### config.mk
export PLATFORM = sky130hd
export DESIGN_NAME = regfile_param_flat
export DESIGN_NICKNAME = d
export VERILOG_FILES = /design/src/rtl/regfile_param_if.sv /design/src/rtl/regfile_param.sv /design/src/flat_wrapper.sv
export SDC_FILE = /design/constraint.sdc
export NUM_CORES = 1
export LEC_CHECK = 0
export CAP_MARGIN = 20
export CORE_UTILIZATION = 52
export CTS_CLUSTER_DIAMETER = 120
export CTS_CLUSTER_SIZE = 14
export DETAILED_ROUTE_END_ITERATION = 12
export MAX_ROUTING_LAYER = met4
export PLACE_DENSITY = 0.85
export SKIP_CTS_REPAIR_TIMING = 1
export SYNTH_ARGS = -nofsm -noshare
export SYNTH_HDL_FRONTEND = slang
export SYNTH_SLANG_ARGS = --single-unit
### constraint.sdc
create_clock -name CLK -period 4.1 [get_ports CLK]
set_input_delay 1.025 -clock CLK [delete_from_list [all_inputs] [get_ports CLK]]
set_output_delay 1.025 -clock CLK [all_outputs]
set_load 0.1 [all_outputs]
### src/rtl/regfile_param_if.sv
// Bus bundle for regfile_param: write port, two read ports, clear handshake and flat image.
// Parameters must match the regfile_param instance they are connected to.
interface regfile_param_if #(
    parameter int unsigned WIDTH  = 4,
    parameter int unsigned ADDR_W = 3
);
    localparam int unsigned DEPTH = 1 << ADDR_W;

    logic                     WR;
    logic [ADDR_W-1:0]        WA;
    logic [WIDTH-1:0]         LD_DATA;
    logic [ADDR_W-1:0]        RA0;
    logic [ADDR_W-1:0]        RA1;
    logic [WIDTH-1:0]         RD0;
    logic [WIDTH-1:0]         RD1;
    logic                     CLR_REQ;
    logic                     BUSY;
    logic                     CLR_DONE;
    logic                     WR_ERR;
    logic [WIDTH*DEPTH-1:0]   DATA_ALL;

    modport master (
        output WR, WA, LD_DATA, RA0, RA1, CLR_REQ,
        input  RD0, RD1, BUSY, CLR_DONE, WR_ERR, DATA_ALL
    );

    modport slave (
        input  WR, WA, LD_DATA, RA0, RA1, CLR_REQ,
        output RD0, RD1, BUSY, CLR_DONE, WR_ERR, DATA_ALL
    );
endinterface

### src/rtl/regfile_param.sv
// Parametrised register file with two registered read ports, flat image and a clear sweeper.
// Optional macro REGFILE_PARAM_BYPASS_EN: read ports capture same-edge writes (write-through).
module regfile_param #(
    parameter int unsigned WIDTH  = 4,
    parameter int unsigned ADDR_W = 3
) (
    input  logic           CLK,
    input  logic           CLRN,
    regfile_param_if.slave bus
);
    localparam int unsigned       DEPTH    = 1 << ADDR_W;
    localparam logic [ADDR_W-1:0] LAST_IDX = ADDR_W'(DEPTH - 1);

    typedef enum logic {
        IDLE  = 1'b0,
        CLEAR = 1'b1
    } state_e;

    state_e            state_q, state_d;
    logic [ADDR_W-1:0] idx_q, idx_d;
    logic [WIDTH-1:0]  mem_q [DEPTH];
    logic [WIDTH-1:0]  mem_d [DEPTH];
    logic [WIDTH-1:0]  rd0_q, rd0_d;
    logic [WIDTH-1:0]  rd1_q, rd1_d;
    logic              busy_q, busy_d;
    logic              done_q, done_d;
    logic              err_q, err_d;

    logic              wr_en_c;
    logic [ADDR_W-1:0] wr_addr_c;
    logic [WIDTH-1:0]  wr_data_c;

    // State register
    always_ff @(posedge CLK) begin
        if (!CLRN) begin
            state_q <= IDLE;
        end else begin
            state_q <= state_d;
        end
    end

    // Next state: a clear request starts the sweep, the last index ends it
    always_comb begin
        state_d = state_q;
        unique case (state_q)
            IDLE:  if (bus.CLR_REQ)       state_d = CLEAR;
            CLEAR: if (idx_q == LAST_IDX) state_d = IDLE;
        endcase
    end

    // Outputs and write arbitration; the sweep owns the write port while active
    always_comb begin
        idx_d     = idx_q;
        busy_d    = 1'b0;
        done_d    = 1'b0;
        err_d     = 1'b0;
        wr_en_c   = 1'b0;
        wr_addr_c = bus.WA;
        wr_data_c = bus.LD_DATA;
        unique case (state_q)
            IDLE: begin
                if (bus.CLR_REQ) begin
                    idx_d  = '0;
                    busy_d = 1'b1;
                    err_d  = bus.WR;
                end else if (bus.WR) begin
                    wr_en_c = 1'b1;
                end
            end
            CLEAR: begin
                wr_en_c   = 1'b1;
                wr_addr_c = idx_q;
                wr_data_c = '0;
                err_d     = bus.WR;
                if (idx_q == LAST_IDX) begin
                    done_d = 1'b1;
                end else begin
                    idx_d  = idx_q + ADDR_W'(1);
                    busy_d = 1'b1;
                end
            end
        endcase
    end

    // Array update and read capture
    always_comb begin
        mem_d = mem_q;
        if (wr_en_c) begin
            mem_d[wr_addr_c] = wr_data_c;
        end
`ifdef REGFILE_PARAM_BYPASS_EN
        rd0_d = mem_d[bus.RA0];
        rd1_d = mem_d[bus.RA1];
`else
        rd0_d = mem_q[bus.RA0];
        rd1_d = mem_q[bus.RA1];
`endif
    end

    always_ff @(posedge CLK) begin
        if (!CLRN) begin
            idx_q  <= '0;
            rd0_q  <= '0;
            rd1_q  <= '0;
            busy_q <= 1'b0;
            done_q <= 1'b0;
            err_q  <= 1'b0;
            for (int i = 0; i < int'(DEPTH); i++) begin
                mem_q[i] <= '0;
            end
        end else begin
            idx_q  <= idx_d;
            rd0_q  <= rd0_d;
            rd1_q  <= rd1_d;
            busy_q <= busy_d;
            done_q <= done_d;
            err_q  <= err_d;
            mem_q  <= mem_d;
        end
    end

    assign bus.RD0      = rd0_q;
    assign bus.RD1      = rd1_q;
    assign bus.BUSY     = busy_q;
    assign bus.CLR_DONE = done_q;
    assign bus.WR_ERR   = err_q;

    // Flat image straight from the array, entry i at bits [i*WIDTH +: WIDTH]
    for (genvar g = 0; g < int'(DEPTH); g++) begin : g_flat
        assign bus.DATA_ALL[g*WIDTH +: WIDTH] = mem_q[g];
    end

    a_busy_tracks_state: assert property (@(posedge CLK) disable iff (!CLRN)
        busy_q == (state_q == CLEAR));
    a_done_not_busy: assert property (@(posedge CLK) disable iff (!CLRN)
        !(busy_q && done_q));
    a_done_single: assert property (@(posedge CLK) disable iff (!CLRN)
        done_q |=> !done_q);
endmodule
### src/flat_wrapper.sv
// flat-port wrapper written by rule: the top's interface ports become plain ports
module regfile_param_flat 
#(
    parameter int unsigned WIDTH  = 4,
    parameter int unsigned ADDR_W = 3
)
  (CLK, CLRN, bus_WR, bus_WA, bus_LD_DATA, bus_RA0, bus_RA1, bus_CLR_REQ, bus_RD0, bus_RD1, bus_BUSY, bus_CLR_DONE, bus_WR_ERR, bus_DATA_ALL);
  regfile_param_if #(.WIDTH(WIDTH), .ADDR_W(ADDR_W)) bus_i ();
  input  logic CLK;
  input  logic CLRN;
  input wire logic [$bits(bus_i.WR)-1:0] bus_WR;
  input wire logic [$bits(bus_i.WA)-1:0] bus_WA;
  input wire logic [$bits(bus_i.LD_DATA)-1:0] bus_LD_DATA;
  input wire logic [$bits(bus_i.RA0)-1:0] bus_RA0;
  input wire logic [$bits(bus_i.RA1)-1:0] bus_RA1;
  input wire logic [$bits(bus_i.CLR_REQ)-1:0] bus_CLR_REQ;
  output wire logic [$bits(bus_i.RD0)-1:0] bus_RD0;
  output wire logic [$bits(bus_i.RD1)-1:0] bus_RD1;
  output wire logic [$bits(bus_i.BUSY)-1:0] bus_BUSY;
  output wire logic [$bits(bus_i.CLR_DONE)-1:0] bus_CLR_DONE;
  output wire logic [$bits(bus_i.WR_ERR)-1:0] bus_WR_ERR;
  output wire logic [$bits(bus_i.DATA_ALL)-1:0] bus_DATA_ALL;
  assign bus_i.WR = bus_WR;
  assign bus_i.WA = bus_WA;
  assign bus_i.LD_DATA = bus_LD_DATA;
  assign bus_i.RA0 = bus_RA0;
  assign bus_i.RA1 = bus_RA1;
  assign bus_i.CLR_REQ = bus_CLR_REQ;
  assign bus_RD0 = bus_i.RD0;
  assign bus_RD1 = bus_i.RD1;
  assign bus_BUSY = bus_i.BUSY;
  assign bus_CLR_DONE = bus_i.CLR_DONE;
  assign bus_WR_ERR = bus_i.WR_ERR;
  assign bus_DATA_ALL = bus_i.DATA_ALL;
  regfile_param #(.WIDTH(WIDTH), .ADDR_W(ADDR_W)) u_core (.CLK(CLK), .CLRN(CLRN), .bus(bus_i));
endmodule
==> flow_summary.yaml, run 1 <==
status:
  status: "finished clean"
job:
  drv_cap: 0
power_and_ir_drop:
  switching_power_w: 0.000274
  powerDensity_nw_per_um2: 328
  power_leakage_nw: 1.15
  power.share.sequential_pct: 48.2
  p_sw_share_pct: 28.2
  p_comb_share_pct: 17.2
  total_power_w: 0.000970
  peakVddDrop_mv: 0.184
  clockPowerShare_pct: 34.6
  p_int_w: 0.000696
floorplanning:
  die_y_um: 68.0
  core_sq_um: 4090
  ioPinCount: 60
  die-area_sq_um: 4630
  start_util_pct: 55.5
  row_count: 23
  chipWidth_um: 68.0
timing:
  max_freq_ghz: 0.342
  maxSlewViolCount: 0
  setup_tns_ns: 0
  hold_viol: 0
  worstMarginPinSlew_ns: 0.983
  setup_viol: 0
  fin_crit_ns: 2.92
  fin_skew_ns: 0.00830
  max_slew_margin_pct: 34.3
  timing.final.crit_share_pct: 71.3
  rsz0062_at_grt: "false"
grt:
  grt_max_degree: 37
  globalRoute.totalOverflow: 0
  antenna_found_initial: 0
  grt_pass1_vias: 1643
  grt_usage_pct: 26.7
  grt_pass1_wl_um: 8530
yosys:
  synth_top_flop_cell: "dfxtp_1"
  yosysUniqueCellTypes: 36
  ys_ff_latch: 46
  synth_edf_count: 0
  syn_area_per_cell_sq_um: 11.3
  synth_area_sq_um: 2270
  synth.net_count: 220
  netlist_instances: 201
  synth.largest_area_cell: "dfxtp_1"
  yosysMostFrequentCell: "dfxtp_1"
  synth_area_leaders: "dfxtp_1 41%, mux2i_1 18%, mux4_2 16%"
  yosysTopAreaCellShare_pct: 40.6
  seq_area_frac_synth_pct: 40.6
  synth-async-reset-ratio_pct: 0
  synth_common_cells: "46 x dfxtp_1, 40 x mux2i_1, 39 x nand2_1"
  yosys_warnings: 0
critical_path:
  cpMaxStageDelayCell: "clkdlybuf4s50_1"
  crit_required_ns: 3.07
  cp-start-kind: "flop"
  crit_path_end_kind: "output pin"
  worst-setup-path-type: "flop to output pin"
  crit_family: "buffers and inverters"
  cp_num_buf_inv: 1
  cpPeakStageDelay_ns: 1.17
  arrival_ns: 1.90
  path_cells: "clkdlybuf4s50_1"
  critPathMaxFanout: 4
clocking:
  clockBufferDepth: 2
  cts.sinks: 46
  htreeDepth: 2
  insertion_delay_ns: 0.30
  cts_buffers: 5
  path_clk_slew_ns: 0.09
  cts-root-buf: "clkbuf_8"
  cts_tree: "yes"
cells_and_area:
  multi_input_area_sq_um: 1270
  drive_above_1_share_pct: 13.8
  nFillCells: 307
  design_area_sq_um: 2960
  num-nets-final: 272
  seq_area_sq_um: 921
  area_growth_pct: 30.4
  antenna_cells: 0
routing:
  ant_nets: 0
  drc: 0
  wire_per_inst_um: 18.2
  post_drt_via_cell_ratio: 5.84
  drtIter0Drc: 107
  routed_wl_um: 5530
  num_vias: 1775
  drt_pre_antenna_iters: 4
place:
  hpwl_um: 3930
  place_congestion: 0.778
  dpl_cell_area_sq_um: 2850
  portBuffers: 59
min_path:
  hold_class: "flop to flop"
[metrics by stage]
step           setup slack, ns  utilization [%]  hold slack [ns]  instances
3_3_place_gp              1.28             69.7            0.472        296
3_5_place_dp              1.23             69.7            0.478        296
5_1_grt                   1.13             72.3            0.531        304
4_1_cts                   1.17             72.3            0.492        304
2_1_floorplan             1.97                -            0.493        201
6_report                  1.18             72.3            0.490        304
[registers in the layout, summed over array words and instances, names as in the netlist]
| signal | cells |
|---|---|
| u_core.bus.DATA_ALL | 32 |
| u_core.bus.RD1 | 4 |
| u_core.bus.BUSY | 1 |
| u_core.bus.WR_ERR | 1 |
| u_core.bus.CLR_DONE | 1 |
| u_core.bus.RD0 | 4 |
| u_core.idx_q | 3 |
[worst reg2reg max path: stages (launching register included)]
cell and delay [ns]:
dfxtp_1 0.74, nor4b_4 0.15, o22ai_1 0.58, mux2i_1 0.25
[area by class of cell]
type	count	area share (%)
multi-input cells	139	42.8
flip-flops and latches	46	31.2
well taps	50	2.12
clock inverters	1	1.02
repair buffers	60	20.2
inverters	1	0.127
clock buffers	7	2.58
[power by group through the flow]
stage                logic, W  clock network [W]  registers (W)
finish               0.000167           0.000335       0.000468
global route         0.000174           0.000356       0.000470
CTS                  0.000167           0.000334       0.000467
detailed placement   0.000166                  0       0.000478
global placement     0.000165                  0       0.000477
floorplan           0.0000657                  0       0.000534
[cells in the final DEF, fill, tap and decap left out, types with 2 or more instances in the layout]
| cell | count |
|---|---|
| a21oi_1 | 3 |
| buf_4 | 2 |
| clkbuf_8 | 5 |
| nor2b_1 | 2 |
| nand2_1 | 39 |
| nor3_1 | 2 |
| dfxtp_1 | 46 |
| clkbuf_1 | 2 |
| nor2_1 | 10 |
| ha_1 | 2 |
| mux2i_1 | 40 |
| clkdlybuf4s50_1 | 58 |
| o2bb2a_1 | 2 |
| o21ai_0 | 3 |
| mux4_2 | 16 |
[path summary, 6_finish.rpt]
check                                       startpoint  slack, ns                                   end  cells after the start
setup / recovery  u_core.bus.DATA_ALL[14]$_SDFFE_PN0P_       1.18                      bus_DATA_ALL[14]                      1
setup reg to reg            u_core.bus.BUSY$_SDFF_PN0_       2.32  u_core.bus.DATA_ALL[10]$_SDFFE_PN0P_                      3
hold reg to reg   u_core.bus.DATA_ALL[21]$_SDFFE_PN0P_       0.49  u_core.bus.DATA_ALL[21]$_SDFFE_PN0P_                      2
hold / removal    u_core.bus.DATA_ALL[21]$_SDFFE_PN0P_       0.49  u_core.bus.DATA_ALL[21]$_SDFFE_PN0P_                      2
[cells by family (layout without fill, tap and decap cells)]
family,after synthesis,in the layout,synth area share [%]
AND/OR/NAND/NOR,67,67,15.1
buffers and inverters,16,69,3.53
adder cells (fa/ha/maj),2,2,1.10
multiplexers,56,56,33.6
AO/OA/AOI/OAI,14,14,6.07
flip-flops,46,46,40.6
[metal layers]
metal  vias to the layer above  wire length (um)  GRT usage (%)
li1                        822                 -              -
met1                       876              2480           35.7
met2                        70              2620           40.1
met3                         7               326           6.17
met4                         0                93           8.59
met5                         -                 0              -
Power figures use the tool's default switching activity.
==> run 2, diff against run 1 <==
--- a/config.mk
+++ b/config.mk
@@ -6,12 +6,12 @@
 export NUM_CORES = 1
 export LEC_CHECK = 0
 export CAP_MARGIN = 20
-export CORE_UTILIZATION = 52
+export CORE_UTILIZATION = 48
 export CTS_CLUSTER_DIAMETER = 120
 export CTS_CLUSTER_SIZE = 14
 export DETAILED_ROUTE_END_ITERATION = 12
 export MAX_ROUTING_LAYER = met4
-export PLACE_DENSITY = 0.85
+export PLACE_DENSITY = 0.79
 export SKIP_CTS_REPAIR_TIMING = 1
 export SYNTH_ARGS = -nofsm -noshare
 export SYNTH_HDL_FRONTEND = slang
==> constraint.sdc (replaced) <==
create_clock -name CLK -period 2.8 [get_ports CLK]
set_input_delay 0.7 -clock CLK [delete_from_list [all_inputs] [get_ports CLK]]
set_output_delay 0.7 -clock CLK [all_outputs]
set_load 0.1 [all_outputs]
==> run 2 against run 1 <==
Against the previous run:
- the flow now finishes with violations (design-rule violations)
- global-route usage decreased by 3.5 points
- utilization decreased by 7.8 points
- routed wire length decreased by 4.8%
- non-clock buffer count is 1 higher
- first-iteration DRC count is 13% higher
- cell count up 0.99%
==> flow_summary.yaml, run 2 (synthesized netlist as in run 1, its figures left out) <==
status:
  status: "complete, but fails checks"
  violations: "design-rule violations"
clocking:
  insertion_delay_ns: 0.30
  clockBufferDepth: 2
  cts_buffers: 5
  cts-root-buf: "clkbuf_8"
  cts_tree: "yes"
  path_clk_slew_ns: 0.09
  htreeDepth: 2
  cts.sinks: 46
grt:
  grt_usage_pct: 23.2
  antenna_found_initial: 0
  globalRoute.totalOverflow: 0
  grt_pass1_wl_um: 8520
  grt_max_degree: 36
  grt_pass1_vias: 1601
timing:
  setup_tns_ns: 0
  timing.final.crit_share_pct: 76.1
  worstMarginPinSlew_ns: 0.613
  max_freq_ghz: 0.469
  fin_crit_ns: 2.13
  setup_viol: 0
  maxSlewViolCount: 0
  layout_setup_ws_ns: 0.669
  fin_skew_ns: 0.00479
  rsz0062_at_grt: "false"
  hold_viol: 0
  max_slew_margin_pct: 59.1
critical_path:
  crit_required_ns: 2.10
  arrival_ns: 1.43
  cpPeakStageDelay_ns: 0.72
  cpMaxStageDelayCell: "dfxtp_1"
  cp-start-kind: "flop"
  crit_family: "flip-flops"
  crit_path_end_kind: "output pin"
  setup.worst_path.start: "u_core.bus.BUSY$_SDFF_PN0_"
  path_cells: "buf_4"
  cp_num_buf_inv: 1
  r2r-start: "u_core.bus.BUSY$_SDFF_PN0_"
  critPathMaxFanout: 18
  worst-setup-path-type: "flop to output pin"
power_and_ir_drop:
  clockPowerShare_pct: 35.1
  powerDensity_nw_per_um2: 497
  switching_power_w: 0.000408
  p_comb_share_pct: 16.7
  power_leakage_nw: 1.24
  peakVddDrop_mv: 0.296
  power.share.sequential_pct: 48.2
  p_sw_share_pct: 28.6
  p_int_w: 0.00102
floorplanning:
  start_util_pct: 51.0
  die-area_sq_um: 5000
  ioPinCount: 60
  die_y_um: 70.7
  core_sq_um: 4440
  chipWidth_um: 70.7
  row_count: 24
routing:
  num_vias: 1755
  wire_per_inst_um: 17.1
  ant_nets: 0
  drtIter0Drc: 121
  post_drt_via_cell_ratio: 5.72
  drt_pre_antenna_iters: 8
  drc: 12
  routed_wl_um: 5260
cells_and_area:
  final_cell_mix: "46 x dfxtp_1, 45 x buf_4, 40 x mux2i_1, 39 x nand2_1"
  layout_commonest_cell: "dfxtp_1"
  drive_above_1_share_pct: 31.4
  num-nets-final: 273
  fin_cells: 307
  antenna_cells: 0
  largest_reg_flops: 32
  area_growth_pct: 26.4
place:
  pre_cts_slack_ns: 0.370
  portBuffers: 59
  hpwl_um: 3980
  place_congestion: 0.769
  placedCellCount: 299
min_path:
  hold_class: "flop to flop"
  hold_start: "u_core.bus.DATA_ALL[31]$_SDFFE_PN0P_"
job:
  drv_cap: 0
-- run 2: cell types whose count changed in the layout (fill, tap and decap cells not counted), sizes merged --
cell	delta
inv	+1
clkinv	+1
buf	+43
clkbuf	-2
clkdlybuf4s50	-42
-- run 2: layer usage --
metal | GRT usage [%] | vias to the layer above | wire [um]
li1 | - | 830 | -
met1 | 33.5 | 862 | 2580
met2 | 33.4 | 56 | 2350
met3 | 4.70 | 7 | 266
met4 | 6.00 | 0 | 65
met5 | - | - | 0
-- run 2: through the flow --
stage	power, W	hold WS (ns)	utilization, %	cell area, sq um
2_1_floorplan	0.000878	0.493	-	2270
3_3_place_gp	0.000937	0.478	62.0	2750
3_5_place_dp	0.000940	0.491	62.0	2750
4_1_cts	0.00143	0.505	64.5	2870
5_1_grt	0.00148	0.526	64.5	2870
6_report	0.00142	0.504	64.5	2870
-- run 2: path summary, 6_finish.rpt --
kind	endpoint	cells after the start	slack (ns)
min	u_core.bus.DATA_ALL[31]$_SDFFE_PN0P_	2	0.50
min reg2reg	u_core.bus.DATA_ALL[31]$_SDFFE_PN0P_	2	0.50
max	bus_BUSY	1	0.67
max reg2reg	u_core.bus.DATA_ALL[15]$_SDFFE_PN0P_	3	1.10
-- run 2: layout make-up --
cell class	count	area, sq um
Timing Repair Buffer	61	498
Clock inverter	3	43.8
Tap cell	52	65.1
Inverter	1	3.75
Clock buffer	5	68.8
Sequential cell	46	921
Fill cell	372	1580
Multi-Input combinational cell	139	1270
-- run 2: power groups by stage --
stage | clock (W) | sequential, W | combinational [W]
global placement | 0 | 0.000700 | 0.000237
finish | 0.000500 | 0.000686 | 0.000238
global route | 0.000536 | 0.000688 | 0.000251
CTS | 0.000508 | 0.000685 | 0.000239
detailed placement | 0 | 0.000701 | 0.000239
floorplan | 0 | 0.000782 | 0.0000961
==> run 3, diff against run 2 <==
--- a/config.mk
+++ b/config.mk
@@ -6,12 +6,12 @@
 export NUM_CORES = 1
 export LEC_CHECK = 0
 export CAP_MARGIN = 20
-export CORE_UTILIZATION = 48
+export CORE_UTILIZATION = 44
 export CTS_CLUSTER_DIAMETER = 120
 export CTS_CLUSTER_SIZE = 14
 export DETAILED_ROUTE_END_ITERATION = 12
 export MAX_ROUTING_LAYER = met4
-export PLACE_DENSITY = 0.79
+export PLACE_DENSITY = 0.76
 export SKIP_CTS_REPAIR_TIMING = 1
 export SYNTH_ARGS = -nofsm -noshare
 export SYNTH_HDL_FRONTEND = slang
==> constraint.sdc (replaced) <==
create_clock -name CLK -period 1.8 [get_ports CLK]
set_input_delay 0.45 -clock CLK [delete_from_list [all_inputs] [get_ports CLK]]
set_output_delay 0.45 -clock CLK [all_outputs]
set_load 0.1 [all_outputs]
==> run 3 against run 2 <==
Against the previous run:
- largest power group unchanged
- sequential share of layout area down 6.1 points
- cell count up 9.1%
- the run now ends clean
- critical endpoint is now u_core.bus.DATA_ALL[13]$_SDFFE_PN0P_
- power up 60%
- via count up 2.6%
- first-iteration DRC count down 0.83%
- count of clock-buffer cells in the layout unchanged
- clock skew up 0.0024 ns
- sequential power up 57%
==> flow_summary.yaml, run 3 (synthesized netlist as in run 1, its figures left out) <==
cells_and_area:
  nFillCells: 316
  antenna_cells: 0
  fin_cells: 335
  final_cell_mix: "45 x buf_12, 45 x dfxtp_1, 40 x mux2i_1, 39 x nand2_1"
  design_area_sq_um: 3540
  drive_above_1_share_pct: 35.1
  final_core_util_pct: 73.1
  num-nets-final: 286
  largest_reg_flops: 32
  area_growth_pct: 56.3
clocking:
  clockBufferDepth: 2
  cts_tree: "yes"
  cts-root-buf: "clkbuf_8"
  insertion_delay_ns: 0.30
  cts.sinks: 46
  path_clk_slew_ns: 0.09
  cts_buffers: 5
  htreeDepth: 2
critical_path:
  crit_path_end_kind: "flop"
  critPathMaxFanout: 4
  r2r_end: "u_core.bus.DATA_ALL[13]$_SDFFE_PN0P_"
  reg2regPathDepth: 3
  rrSetupSlack_ns: 0.27
  r2r-start: "u_core.bus.BUSY$_SDFF_PN0_"
  cp-start-kind: "input port"
  arrival_ns: 1.95
  crit_required_ns: 2.03
  worst-setup-path-type: "input port to flop"
timing:
  fin_crit_ns: 1.72
  max_freq_ghz: 0.580
  maxSlewViolCount: 0
  timing.final.crit_share_pct: 95.8
  worstMarginPinSlew_ns: 0.370
  hold_viol: 0
  setup_tns_ns: 0
  fin_skew_ns: 0.00718
  setup_viol: 0
  max_slew_margin_pct: 75.2
  rsz0062_at_grt: "false"
power_and_ir_drop:
  power.share.sequential_pct: 47.3
  p_comb_share_pct: 19.6
  peakVddDrop_mv: 0.681
  switching_power_w: 0.000639
  clockPowerShare_pct: 33.1
  power_leakage_nw: 1.43
  p_int_w: 0.00164
  powerDensity_nw_per_um2: 644
  p_sw_share_pct: 28.0
grt:
  antenna_found_initial: 0
  grt_usage_pct: 24.6
  globalRoute.totalOverflow: 0
  grt_max_degree: 36
  grt_pass1_wl_um: 9570
  grt_pass1_vias: 1853
routing:
  wire_per_inst_um: 17.3
  drtIter0Drc: 120
  ant_nets: 0
  drt_pre_antenna_iters: 4
  num_vias: 1800
  drc: 0
  routed_wl_um: 5780
  post_drt_via_cell_ratio: 5.37
job:
  drv_cap: 0
place:
  placedCellCount: 327
  hpwl_um: 4510
  dpl_cell_area_sq_um: 3430
  place_congestion: 0.909
  portBuffers: 59
min_path:
  hold_start: "u_core.bus.DATA_ALL[15]$_SDFFE_PN0P_"
  hold_class: "flop to flop"
  whs_path_depth: 2
  min_to: "u_core.bus.DATA_ALL[15]$_SDFFE_PN0P_"
floorplanning:
  row_count: 25
  start_util_pct: 46.8
  die_y_um: 73.8
  ioPinCount: 60
  die-area_sq_um: 5440
  chipWidth_um: 73.8
  core_sq_um: 4850
status:
  status: "finished clean"
## run 3: cell count changes in the layout (fill, tap and decap cells not counted)
cell / delta
dfxtp_1: -1
clkinv_2: +1
buf_4: -32
dfxtp_2: +1
inv_6: -1
buf_12: +45
## run 3: critical path: stages
cell             delay (ns)
clkdlybuf4s50_1        0.47
nand4bb_2              0.35
o2bb2a_1               0.46
mux2i_1                0.22
## run 3: worst max path at each step
stage,from,to,slack [ns],cells after the start
5_1_grt,bus_CLR_REQ,u_core.bus.DATA_ALL[21]$_SDFFE_PN0P_,0.03,5
3_5_place_dp,bus_CLR_REQ,u_core.bus.DATA_ALL[14]$_SDFFE_PN0P_,-0.23,4
6_report,bus_CLR_REQ,u_core.bus.DATA_ALL[13]$_SDFFE_PN0P_,0.08,4
4_1_cts,bus_CLR_REQ,u_core.bus.DATA_ALL[13]$_SDFFE_PN0P_,0.08,4
2_1_floorplan,u_core.bus.BUSY$_SDFF_PN0_,u_core.bus.DATA_ALL[24]$_SDFFE_PN0P_,0.15,5
3_3_place_gp,bus_CLR_REQ,u_core.bus.DATA_ALL[15]$_SDFFE_PN0P_,-0.19,4
## run 3: cell type report
type                    instances  area, sq um  area share [%]
multi-input cells             139         1270            35.7
clock inverters                 3         40.0            1.13
well taps                      67         83.8            2.37
repair buffers                 74         1160            32.7
clock buffers                   5         68.8            1.94
inverters                       1         3.75           0.106
flip-flops and latches         46          922            26.0
## run 3: through the flow
stage / hold WS (ns) / total power, W / worst slack (ns)
global route: 0.560 / 0.00235 / 0.0343
detailed placement: 0.522 / 0.00155 / -0.225
global placement: 0.514 / 0.00154 / -0.189
finish: 0.532 / 0.00228 / 0.0755
floorplan: 0.493 / 0.00137 / 0.154
CTS: 0.535 / 0.00228 / 0.0845
## run 3: routing by layer
| metal | part of all wire (%) | GRT usage [%] | up-vias |
|---|---|---|---|
| met4 | 1.4 | 7.69 | 0 |
| met3 | 5.3 | 4.53 | 8 |
| met5 | 0 | - | - |
| met2 | 51 | 39.3 | 75 |
| met1 | 43 | 31.6 | 865 |
| li1 | - | - | 852 |
## run 3: power by group through the flow
stage          combinational [W]  sequential (W)  clock [W]
2_1_floorplan           0.000149         0.00122          0
5_1_grt                 0.000465         0.00108   0.000806
3_3_place_gp            0.000440         0.00110          0
6_report                0.000447         0.00108   0.000755
4_1_cts                 0.000448         0.00108   0.000752
3_5_place_dp            0.000446         0.00110          0
